===== src/rtl/mem_port_arbiter_if.sv =====
// rtl/mem_port_arbiter_if.sv - fetch/data requester ports and single-port memory bus of mem_port_arbiter
interface mem_port_arbiter_if #(
    parameter int AW = 32
);
    logic          if_req;
    logic [AW-1:0] if_addr;
    logic          if_gnt;
    logic          if_rvalid;
    logic [31:0]   if_rdata;

    logic          dm_req;
    logic          dm_we;
    logic [AW-1:0] dm_addr;
    logic [31:0]   dm_wdata;
    logic          dm_gnt;
    logic          dm_rvalid;
    logic [31:0]   dm_rdata;

    logic          mem_en;
    logic          mem_we;
    logic [AW-1:0] mem_addr;
    logic [31:0]   mem_wdata;
    logic [31:0]   mem_rdata;

    logic          stall_if;
    logic          stall_dm;

    // Arbiter side: serves the two requesters and drives the memory.
    modport slave (
        input  if_req, if_addr, dm_req, dm_we, dm_addr, dm_wdata, mem_rdata,
        output if_gnt, if_rvalid, if_rdata, dm_gnt, dm_rvalid, dm_rdata,
        output mem_en, mem_we, mem_addr, mem_wdata, stall_if, stall_dm
    );

    // Environment side: fetch unit, data stage and memory model.
    modport master (
        output if_req, if_addr, dm_req, dm_we, dm_addr, dm_wdata, mem_rdata,
        input  if_gnt, if_rvalid, if_rdata, dm_gnt, dm_rvalid, dm_rdata,
        input  mem_en, mem_we, mem_addr, mem_wdata, stall_if, stall_dm
    );
endinterface


===== src/rtl/mem_port_arbiter.sv =====
// rtl/mem_port_arbiter.sv - fetch/data arbiter onto a single-port memory; ARB_ROUND_ROBIN_EN selects round-robin over fixed data priority
module mem_port_arbiter #(
    parameter int LATENCY = 2,
    parameter int AW      = 32
) (
    input  logic              clk,
    input  logic              rst,
    mem_port_arbiter_if.slave bus
);

    typedef enum logic [1:0] {
        IDLE  = 2'd0,
        ISSUE = 2'd1,
        WAIT  = 2'd2
    } state_t;

    localparam logic [2:0] LAT_M1 = 3'(LATENCY - 1);

    state_t        state;
    logic [2:0]    cnt;
    logic          own_dm;
    logic          we_q;
    logic          mem_en_q;
    logic          mem_we_q;
    logic          done_q;
    logic [AW-1:0] addr_q;
    logic [31:0]   wdata_q;
    logic [31:0]   if_rdata_q;
    logic [31:0]   dm_rdata_q;
    logic          pick_dm;
    logic          any_req;
    logic          grant;

`ifdef ARB_ROUND_ROBIN_EN
    logic          last_dm;

    // On a tie the port that was not served last wins.
    always_comb begin
        pick_dm = bus.dm_req & (~bus.if_req | ~last_dm);
    end
`else
    // Data stage always beats instruction fetch.
    always_comb begin
        pick_dm = bus.dm_req;
    end
`endif

    assign any_req = bus.if_req | bus.dm_req;
    assign grant   = (state == IDLE) & any_req & ~rst;

    assign bus.if_gnt = grant & ~pick_dm;
    assign bus.dm_gnt = grant & pick_dm;

    // Single transaction FSM; done_q is pre-decoded one cycle early so the
    // completion strobe comes straight from a flop in the cycle counter==0.
    always_ff @(posedge clk) begin
        if (rst) begin
            state      <= IDLE;
            cnt        <= 3'd0;
            own_dm     <= 1'b0;
            we_q       <= 1'b0;
            mem_en_q   <= 1'b0;
            mem_we_q   <= 1'b0;
            done_q     <= 1'b0;
            addr_q     <= '0;
            wdata_q    <= 32'd0;
            if_rdata_q <= 32'd0;
            dm_rdata_q <= 32'd0;
`ifdef ARB_ROUND_ROBIN_EN
            last_dm    <= 1'b1;
`endif
        end else begin
            mem_en_q <= 1'b0;
            mem_we_q <= 1'b0;
            done_q   <= 1'b0;

            if (done_q) begin
                if (!own_dm) begin
                    if_rdata_q <= bus.mem_rdata;
                end else if (!we_q) begin
                    dm_rdata_q <= bus.mem_rdata;
                end
            end

            case (state)
                IDLE: begin
                    if (any_req) begin
                        own_dm   <= pick_dm;
                        mem_en_q <= 1'b1;
                        mem_we_q <= pick_dm & bus.dm_we;
                        if (pick_dm) begin
                            addr_q  <= bus.dm_addr;
                            we_q    <= bus.dm_we;
                            wdata_q <= bus.dm_wdata;
                        end else begin
                            addr_q  <= bus.if_addr;
                            we_q    <= 1'b0;
                        end
`ifdef ARB_ROUND_ROBIN_EN
                        last_dm  <= pick_dm;
`endif
                        state    <= ISSUE;
                    end
                end
                ISSUE: begin
                    cnt    <= LAT_M1;
                    done_q <= (LAT_M1 == 3'd0);
                    state  <= WAIT;
                end
                WAIT: begin
                    if (cnt == 3'd0) begin
                        state <= IDLE;
                    end else begin
                        cnt    <= cnt - 3'd1;
                        done_q <= (cnt == 3'd1);
                    end
                end
                default: begin
                    state <= IDLE;
                end
            endcase
        end
    end

    assign bus.mem_en    = mem_en_q;
    assign bus.mem_we    = mem_we_q;
    assign bus.mem_addr  = addr_q;
    assign bus.mem_wdata = wdata_q;

    assign bus.if_rvalid = done_q & ~own_dm;
    assign bus.dm_rvalid = done_q & own_dm;

    // Read data is forwarded from memory in the completion cycle, held otherwise.
    assign bus.if_rdata  = bus.if_rvalid ? bus.mem_rdata : if_rdata_q;
    assign bus.dm_rdata  = (bus.dm_rvalid & ~we_q) ? bus.mem_rdata : dm_rdata_q;

    assign bus.stall_if  = bus.if_req & ~bus.if_rvalid;
    assign bus.stall_dm  = bus.dm_req & ~bus.dm_rvalid;

endmodule


===== src/flat_wrapper.sv =====
// flat-port wrapper written by rule: the top's interface ports become plain ports
module mem_port_arbiter_flat 
#(
    parameter int LATENCY = 2,
    parameter int AW      = 32
)
  (clk, rst, bus_if_req, bus_if_addr, bus_dm_req, bus_dm_we, bus_dm_addr, bus_dm_wdata, bus_mem_rdata, bus_if_gnt, bus_if_rvalid, bus_if_rdata, bus_dm_gnt, bus_dm_rvalid, bus_dm_rdata, bus_mem_en, bus_mem_we, bus_mem_addr, bus_mem_wdata, bus_stall_if, bus_stall_dm);
  mem_port_arbiter_if #(.AW(AW)) bus_i ();
  input  logic clk;
  input  logic rst;
  input wire logic [$bits(bus_i.if_req)-1:0] bus_if_req;
  input wire logic [$bits(bus_i.if_addr)-1:0] bus_if_addr;
  input wire logic [$bits(bus_i.dm_req)-1:0] bus_dm_req;
  input wire logic [$bits(bus_i.dm_we)-1:0] bus_dm_we;
  input wire logic [$bits(bus_i.dm_addr)-1:0] bus_dm_addr;
  input wire logic [$bits(bus_i.dm_wdata)-1:0] bus_dm_wdata;
  input wire logic [$bits(bus_i.mem_rdata)-1:0] bus_mem_rdata;
  output wire logic [$bits(bus_i.if_gnt)-1:0] bus_if_gnt;
  output wire logic [$bits(bus_i.if_rvalid)-1:0] bus_if_rvalid;
  output wire logic [$bits(bus_i.if_rdata)-1:0] bus_if_rdata;
  output wire logic [$bits(bus_i.dm_gnt)-1:0] bus_dm_gnt;
  output wire logic [$bits(bus_i.dm_rvalid)-1:0] bus_dm_rvalid;
  output wire logic [$bits(bus_i.dm_rdata)-1:0] bus_dm_rdata;
  output wire logic [$bits(bus_i.mem_en)-1:0] bus_mem_en;
  output wire logic [$bits(bus_i.mem_we)-1:0] bus_mem_we;
  output wire logic [$bits(bus_i.mem_addr)-1:0] bus_mem_addr;
  output wire logic [$bits(bus_i.mem_wdata)-1:0] bus_mem_wdata;
  output wire logic [$bits(bus_i.stall_if)-1:0] bus_stall_if;
  output wire logic [$bits(bus_i.stall_dm)-1:0] bus_stall_dm;
  assign bus_i.if_req = bus_if_req;
  assign bus_i.if_addr = bus_if_addr;
  assign bus_i.dm_req = bus_dm_req;
  assign bus_i.dm_we = bus_dm_we;
  assign bus_i.dm_addr = bus_dm_addr;
  assign bus_i.dm_wdata = bus_dm_wdata;
  assign bus_i.mem_rdata = bus_mem_rdata;
  assign bus_if_gnt = bus_i.if_gnt;
  assign bus_if_rvalid = bus_i.if_rvalid;
  assign bus_if_rdata = bus_i.if_rdata;
  assign bus_dm_gnt = bus_i.dm_gnt;
  assign bus_dm_rvalid = bus_i.dm_rvalid;
  assign bus_dm_rdata = bus_i.dm_rdata;
  assign bus_mem_en = bus_i.mem_en;
  assign bus_mem_we = bus_i.mem_we;
  assign bus_mem_addr = bus_i.mem_addr;
  assign bus_mem_wdata = bus_i.mem_wdata;
  assign bus_stall_if = bus_i.stall_if;
  assign bus_stall_dm = bus_i.stall_dm;
  mem_port_arbiter #(.LATENCY(LATENCY), .AW(AW)) u_core (.clk(clk), .rst(rst), .bus(bus_i));
endmodule

===== config.mk =====
export PLATFORM = sky130hd
export DESIGN_NAME = mem_port_arbiter_flat
export DESIGN_NICKNAME = d
export VERILOG_FILES = /design/src/rtl/mem_port_arbiter_if.sv /design/src/rtl/mem_port_arbiter.sv /design/src/flat_wrapper.sv
export SDC_FILE = /design/constraint.sdc
export NUM_CORES = 1
export LEC_CHECK = 0
export BUFFER_PORTS_ARGS = -buffer_cell sky130_fd_sc_hd__buf_2
export CAP_MARGIN = 30
export CORE_ASPECT_RATIO = 0.75
export CORE_MARGIN = 2
export CORE_UTILIZATION = 30
export CTS_CLUSTER_SIZE = 25
export DETAILED_ROUTE_END_ITERATION = 12
export PLACE_DENSITY = 0.62
export SYNTH_ARGS = -nofsm -noshare
export SYNTH_HDL_FRONTEND = slang
export SYNTH_SLANG_ARGS = --single-unit

===== constraint.sdc =====
create_clock -name clk -period 1.45 [get_ports clk]
set_input_delay 0.29 -clock clk [delete_from_list [all_inputs] [get_ports clk]]
set_output_delay 0.29 -clock clk [all_outputs]
set_load 0.02 [all_outputs]

* After elaboration in Yosys (flattened, before gate mapping)
Cells that the tools add are included.
** Word-level totals
- Logic and storage cells :: 60
- Output and inout port bits :: 136
- Input port bits :: 133
- Flip-flop bits (word level) :: 138
** Cells by class
- Bitwise operators :: 20
- Muxes and demuxes :: 10
- $add $sub $neg :: 1
- Reduce and logical (&&, ||, !) cells :: 12
- Equal/unequal tests :: 6
** Operators by type and width (number)
- $mux W32 :: 3
- $and A1 B1 Y1 :: 10
- $not A1 Y1 :: 9
- $reduce_and A2 Y1 :: 4
- $pmux W2 S3 :: 1
- $pmux W3 S2 :: 1
- $reduce_and A3 Y1 :: 2
- $reduce_or A3 Y1 :: 2
- $mux W2 :: 2
- $ne A2 B1 Y1 const B :: 2
- $eq A3 B1 Y1 const B :: 1
- $logic_not A3 Y1 :: 1
- $mux W3 :: 1
- $sub A3 B1 Y3 const B :: 1
- $eq A2 B1 Y1 const B :: 1
- $eq A2 B2 Y1 const B :: 1
- $logic_not A2 Y1 :: 1
- $mux W1 :: 2
- $ne A2 B2 Y1 const B :: 1
- $reduce_bool A2 Y1 :: 1
- $reduce_or A2 Y1 :: 1
- $or A1 B1 Y1 :: 1

* Depth between registers and ports, before layout
Gate-level depths: netlist (run 1).
- Word-level depth :: 4
- Gate-level depth with buffers :: 6

* Worst setup path before layout (run 1)
Ideal clock, no wire load.
- Path kind :: register -> output
- Start :: reg u_core.state[0]
- End :: out bus_if_gnt
- Data required time :: 1160 ps
- Path slack :: -318 ps
- Arrival :: 1478 ps
- Path buffers :: 3
- Cell stages (with the launch flop) :: 6
- Path through :: dfxtp_1 > buf_6 > or4_4 > buf_6 > buf_6 > nor2_1
** On the way
- Longest elaborated chain between the ends :: 4
** RTL lines
- from (decl) :: line mem_port_arbiter.sv:19 : state_t state;
- from (signal assigned) :: line mem_port_arbiter.sv:58 : state <= IDLE;
- from (signal assigned) :: line mem_port_arbiter.sv:102 : state <= ISSUE;
- from (signal assigned) :: line mem_port_arbiter.sv:108 : state <= WAIT;
- $logic_not A2 Y1 :: line mem_port_arbiter.sv:49 : assign grant = (state == IDLE) & any_req & ~rst;
- $and A1 B1 Y1 (2 in series) :: line mem_port_arbiter.sv:49
- $and A1 B1 Y1 :: line mem_port_arbiter.sv:51 : assign bus.if_gnt = grant & ~pick_dm;
- to (decl) :: line flat_wrapper.sv:18 : output wire logic [$bits(bus_i.if_gnt)-1:0] bus_if_gnt;
Every way passes these cells.

* Worst setup path in the final report (run 1)
- Start :: reg u_core.done_q
- End :: out bus_if_rdata[25]
** On the way
- Longest elaborated chain between the ends :: 2
** RTL lines
- from (decl) :: line mem_port_arbiter.sv:25 : logic done_q;
- from (signal assigned) :: line mem_port_arbiter.sv:107 : done_q <= (LAT_M1 == 3'd0);
- from (signal assigned) :: line mem_port_arbiter.sv:115 : done_q <= (cnt == 3'd1);
- $and A1 B1 Y1 :: line mem_port_arbiter.sv:130 : assign bus.if_rvalid = done_q & ~own_dm;
- $mux W32 :: line mem_port_arbiter.sv:134 : assign bus.if_rdata = bus.if_rvalid ? bus.mem_rdata : if_rdata_q;
- to (decl) :: line flat_wrapper.sv:20 : output wire logic [$bits(bus_i.if_rdata)-1:0] bus_if_rdata;
Every way passes these cells.

==> run summary, run 1 <==
status -> complete, but fails checks
failing checks -> setup timing
row cnt -> 43
via count of the first global-routing pass -> 4541
Vias/cell -> 4.43
switching share of total power -> 0.267
Max VDD drop -> 0.563 mV
nets -> 930
pwr/cell area -> 1140 nW/um^2
Slowest-stage cell, CP -> mux2_2
Crit Path Max Fanout -> 21
crit-path leading delay family -> buffers and inverters
register share of total power -> 0.417
final setup TNS -> -32.24 ns
Post-Syn Nets -> 648
required time of the critical path -> 1.16 ns
Area contributors post-synth -> dfxtp_1 50%, mux2_2 13%, and2_1 7.3%
post-DR wirelength/cell -> 14.6 um
worst-case clock buffer depth -> 2
Yosys warnings -> 0
fraction of layout cells with a size suffix above 1 -> 0.549
area of the core -> 18300 um^2
Vias -> 4674
die height -> 122 um
chip width -> 161 um
cell taking the most area after synthesis -> dfxtp_1
CP Buf/Inv Count -> 2
GRT overflow -> 0
#FFs+latches synth -> 138
CTS tree -> yes
clock root buffer -> clkbuf_16
Setup violations, final -> 69
Post-DP HPWL -> 10200 um
Fin Hold WS -> 0.110 ns
worst-skew pair later-pin latency -> 0.41 ns
Synth top area share -> 0.496
Reg clk slew, reported paths -> 0.06 ns
max-capacitance violation count -> 0
Detail Route Antenna Nets -> 0
Mapped Cells -> 512
initial drt markers -> 214
hold buffer count at cts -> 0
I/O pin cnt -> 269
CTS sink count -> 138
hold crit path type -> in2reg
Max-slew headroom -> 0.691
TritonCTS buffer count -> 17
minimum clock period -> 1.99 ns
Initial Util -> 0.303
Port Buffer Count -> 268
NetSw -> 2610 uW
Clock Power Share -> 0.449
drt pass-1 iters -> 4
initial antenna violation count -> 0
RSZ-0062 raised after global routing -> true
CP Cell Sequence -> nor2b_4, buf_12, mux2_2, buf_2
clock skew -> 0.00631 ns
gp weighted congestion -> 0.783
Startpoint Class -> flip-flop
Synth-to-Final Area Change -> 53.5%
Final Hold Viols -> 0
Avg Inst Size Synth -> 10.9 um^2
register area share after synthesis -> 0.496
first-pass GRT wire length -> 22800 um
Final period util -> 1.37
Fmax -> 504 MHz
CP endpoint kind -> output pin
GRT Total Usage -> 0.146
Int Power -> 7160 uW
final wirelength -> 15400 um
Syn Std Cell Area -> 5570 um^2
Pleak -> 0.00419 uW
number of inserted diodes -> 0
H-Tree Depth -> 4
Die ar. -> 19700 um^2
DRC violations left -> 0
worst-margin pin slew -> 0.464 ns
part of the power in combinational logic -> 0.134
Worst Path Class, Setup -> reg2out
Slew Viols, Final -> 0
number of distinct library cells after synthesis -> 33
Crit path largest cell delay -> 0.36 ns
Crit path arrival time -> 1.70 ns
largest net degree at the start of global routing -> 66
final setup margin -> -0.536 ns
==> path summary, 6_finish.rpt <==
path | from | endpoint | slack, ns | depth (start not counted)
setup / recovery | u_core.done_q | bus_if_rdata[25] | -0.54 | 4
setup reg to reg | u_core.state[1] | u_core.bus.mem_addr[26] | 0.05 | 4
hold / removal | bus_dm_wdata[14] | u_core.bus.mem_wdata[14] | 0.11 | 3
hold reg to reg | u_core.bus.mem_wdata[25] | u_core.bus.mem_wdata[25] | 0.45 | 2
==> cell families (layout without fill, tap and decap cells) <==
family	after synthesis	in the layout	share of synthesized area
compound gates	76	76	0.124
fa+ha+maj	3	3	0.00674
buf+inv	46	341	0.0429
flops	138	138	0.496
mux	96	96	0.187
simple gates	153	153	0.143
==> cell usage after synthesis <==
master,number
a2111oi_0,1
a31oi_1,1
and3_1,2
nand2_1,66
o22ai_1,1
or3b_1,1
buf_6,5
buf_2,20
o31a_1,1
clkbuf_1,12
mux2_2,64
a21oi_1,35
o2bb2ai_1,5
ha_1,3
inv_1,7
buf_1,1
nor2_1,4
nand2b_1,3
nor2b_1,4
a21o_1,3
nand3_1,2
o21ai_0,1
nor3b_1,2
dfxtp_1,138
buf_4,1
nor3b_2,1
nand3b_1,1
or2_2,1
and2_1,65
mux2i_1,32
or4_4,1
o2bb2ai_2,27
a221oi_1,1
==> repair_timing <==
action | CTS | global route
pin swaps | 5 | 2
cloned | 1 | 4
setup buffers | 3 | 3
resized for setup | 28 | 121
setup endpoints to repair | 102 | 126
==> placed cells by master, fill, tap and decap left out, types with 3 or more instances in the layout <==
master and instances:
buf_2 220, dfxtp_1 134, nand2_1 66, and2_1 65, buf_6 44, mux2_4 38, a21oi_1 35, mux2i_1 32
o2bb2ai_2 31, mux2_2 26, buf_4 26, clkbuf_16 20, buf_12 8, inv_1 7, inv_6 5, nor2b_1 3
nand2b_1 3, a21o_1 3, ha_1 3, clkinvlp_4 3, dfxtp_2 3
==> worst min-delay path, cell delays in order <==
cell and delay, ns:
buf_2 0.09, nand2_1 0.04, a21oi_1 0.05
==> routing by layer <==
metal / share of wire / GRT usage
met1: 0.45 / 0.178
met2: 0.46 / 0.240
met3: 0.082 / 0.0521
met4: 0.0096 / 0.0536
met5: 0 / 0
==> metrics by stage <==
stage / std cells / power, uW / instance area [um^2] / worst slack (ns) / utilization
2_1_floorplan: 512 / 4860 / 5620 / -0.158 / -
3_3_place_gp: 1012 / 5360 / 7300 / -0.0950 / 0.398
3_5_place_dp: 1012 / 5370 / 7300 / -0.117 / 0.398
4_1_cts: 1048 / 9870 / 8030 / -0.563 / 0.438
5_1_grt: 1054 / 10200 / 8550 / -0.615 / 0.466
6_report: 1054 / 9760 / 8550 / -0.536 / 0.466
==> power by group through the flow <==
stage          sequential (uW)  clock [uW]  combinational (uW)
6_report                  4070        4380                1310
5_1_grt                   4090        4700                1430
3_5_place_dp              4150           0                1220
3_3_place_gp              4140           0                1220
2_1_floorplan             4340           0                 525
4_1_cts                   4070        4520                1270
==> cell type report <==
class                      count  area [um^2]
timing repair buffer         302         2050
tap                          247          309
multi-input combinational    328         2790
clock inverter                14          160
inverter                       7         26.3
fill                        1745         9800
sequential                   138         2770
clock buffer                  18          439
==> registers in the layout, summed over array words and instances, names as in the netlist <==
name,cells
u_core.we_q,1
u_core.if_rdata_q,32
u_core.dm_rdata_q,32
u_core.own_dm,1
u_core.bus.mem_en,1
u_core.state,2
u_core.cnt,3
u_core.bus.mem_we,1
u_core.done_q,1
u_core.bus.mem_addr,32
u_core.bus.mem_wdata,32
Note: power is estimated with default switching activity, not from simulation.
==> inputs of run 2 (changes only) <==
CORE_MARGIN = default   (was 2)
==> run summary, run 2 (synthesis results as in run 1) <==
status -> complete, but fails checks
failing checks -> setup timing
Startpoint Class -> flip-flop
commonest non-fill, non-tap cells in the layout -> 228 x buf_2, 133 x dfxtp_1, 64 x and2_1, 64 x nand2_1, 41 x mux2_2
hold buffer count at cts -> 0
nets -> 926
Final Hold Viols -> 0
Initial Util -> 0.311
via count of the first global-routing pass -> 4518
Max-slew headroom -> 0.731
I/O pin cnt -> 269
CTS sink count -> 138
final wirelength -> 15200 um
CTS tree -> yes
number of inserted diodes -> 0
area of the core -> 17900 um^2
Die ar. -> 19100 um^2
worst-skew pair later-pin latency -> 0.42 ns
required time of the critical path -> 1.16 ns
met2 WL -> 6930 um
Post-DP HPWL -> 9920 um
drt pass-1 iters -> 4
Detail Route Antenna Nets -> 0
hold crit path type -> in2reg
GRT Total Usage -> 0.152
Crit path largest cell delay -> 0.33 ns
CP Buf/Inv Count -> 3
Vias/cell -> 4.41
GRT overflow -> 0
Crit Path Max Fanout -> 8
Final period util -> 1.38
Worst Setup SP -> u_core.we_q
gp weighted congestion -> 0.841
worst-margin pin slew -> 0.404 ns
Max VDD drop -> 0.574 mV
first-pass GRT wire length -> 22800 um
H-Tree Depth -> 4
chip width -> 159 um
DRC violations left -> 0
most frequent CP cell -> buf_6
row cnt -> 42
Worst Path Class, Setup -> reg2out
largest net degree at the start of global routing -> 66
clock skew -> 0.0104 ns
Setup violations, final -> 70
DR top layer -> met4
Slew Viols, Final -> 0
minimum clock period -> 2.00 ns
die height -> 120 um
initial antenna violation count -> 0
Slowest-stage cell, CP -> mux2_4
WL met3 -> 870 um
worst-case clock buffer depth -> 2
Fmax -> 500 MHz
hold path start -> bus_dm_wdata[22]
clock root buffer -> clkbuf_16
crit-path leading delay family -> buffers and inverters
post-DR wirelength/cell -> 14.5 um
initial drt markers -> 221
CP endpoint kind -> output pin
Crit path arrival time -> 1.71 ns
CP Cell Sequence -> nand3b_1, buf_6, clkbuf_16, mux2_4, buf_6
Synth-to-Final Area Change -> 50.9%
Vias -> 4612
Pleak -> 0.00411 uW
Reg clk slew, reported paths -> 0.07 ns
max-capacitance violation count -> 0
pwr/cell area -> 1160 nW/um^2
routed length on met1 -> 7170 um
TritonCTS buffer count -> 17
Fin Hold WS -> 0.103 ns
dpl ws -> -0.131 ns
fraction of layout cells with a size suffix above 1 -> 0.557
leading cell type in the layout, fill and taps excluded -> buf_2
final setup margin -> -0.552 ns
RSZ-0062 raised after global routing -> true
Reg-to-Reg Start -> u_core.we_q
Port Buffer Count -> 268
-- run 2: cell types whose count changed in the layout (fill, tap and decap cells not counted), moves of 4 or more --
cell,change
inv_8,+4
a21oi_1,-8
mux2_4,-15
a21oi_2,+8
o2bb2ai_1,+4
buf_6,-6
mux2_2,+15
buf_2,+8
buf_4,-5
o2bb2ai_2,-4
-- run 2: path summary, 6_finish.rpt --
| kind | to | slack (ns) | depth (start not counted) |
|---|---|---|---|
| max | bus_dm_rdata[3] | -0.55 | 5 |
| min | u_core.bus.mem_wdata[22] | 0.10 | 3 |
| max reg2reg | u_core.dm_rdata_q[3] | -0.06 | 6 |
| min reg2reg | u_core.we_q | 0.44 | 1 |
-- run 2: metal layers --
metal | vias up | GRT usage
met2 | 163 | 0.247
met1 | 2136 | 0.192
met3 | 11 | 0.0460
met5 | - | 0
met4 | 0 | 0.0541
li1 | 2302 | -
-- run 2: power breakdown --
| part | switching (uW) | total (uW) | internal [uW] |
|---|---|---|---|
| registers | 101 | 4070 | 3970 |
| logic | 743 | 1300 | 555 |
| clock network | 1920 | 4380 | 2460 |
| total | 2770 | 9750 | 6990 |
-- run 2: timing repair --
| item | CTS | global route |
|---|---|---|
| setup endpoints to repair | 73 | 131 |
| pin swaps | 4 | 5 |
| setup buffers | 4 | 3 |
| cloned | 2 | 4 |
| resized for setup | 66 | 53 |
-- run 2: metrics by stage --
stage / utilization / instance area [um^2] / instances / setup TNS [ns] / power [uW]
2_1_floorplan: - / 5620 / 512 / -0.158 / 4860
3_5_place_dp: 0.405 / 7260 / 1002 / -7.40 / 5370
4_1_cts: 0.453 / 8120 / 1040 / -34.70 / 9820
6_report: 0.469 / 8400 / 1045 / -33.77 / 9750
5_1_grt: 0.469 / 8400 / 1045 / -39.21 / 10200
3_3_place_gp: 0.405 / 7260 / 1002 / -6.81 / 5350
-- run 2: cell type report --
type                       count  area (um^2)
sequential                   138         2770
multi-input combinational    328         2730
tap                          242          303
clock buffer                  17          425
inverter                       7         26.3
fill                        1725         9520
clock inverter                15          170
timing repair buffer         298         1980
-- run 2: worst min-delay path: cells and delay by family --
kind	cells	cell delay (ns)
buffers and inverters	1	0.09
AO/OA/AOI/OAI	1	0.05
AND/OR/NAND/NOR	1	0.04
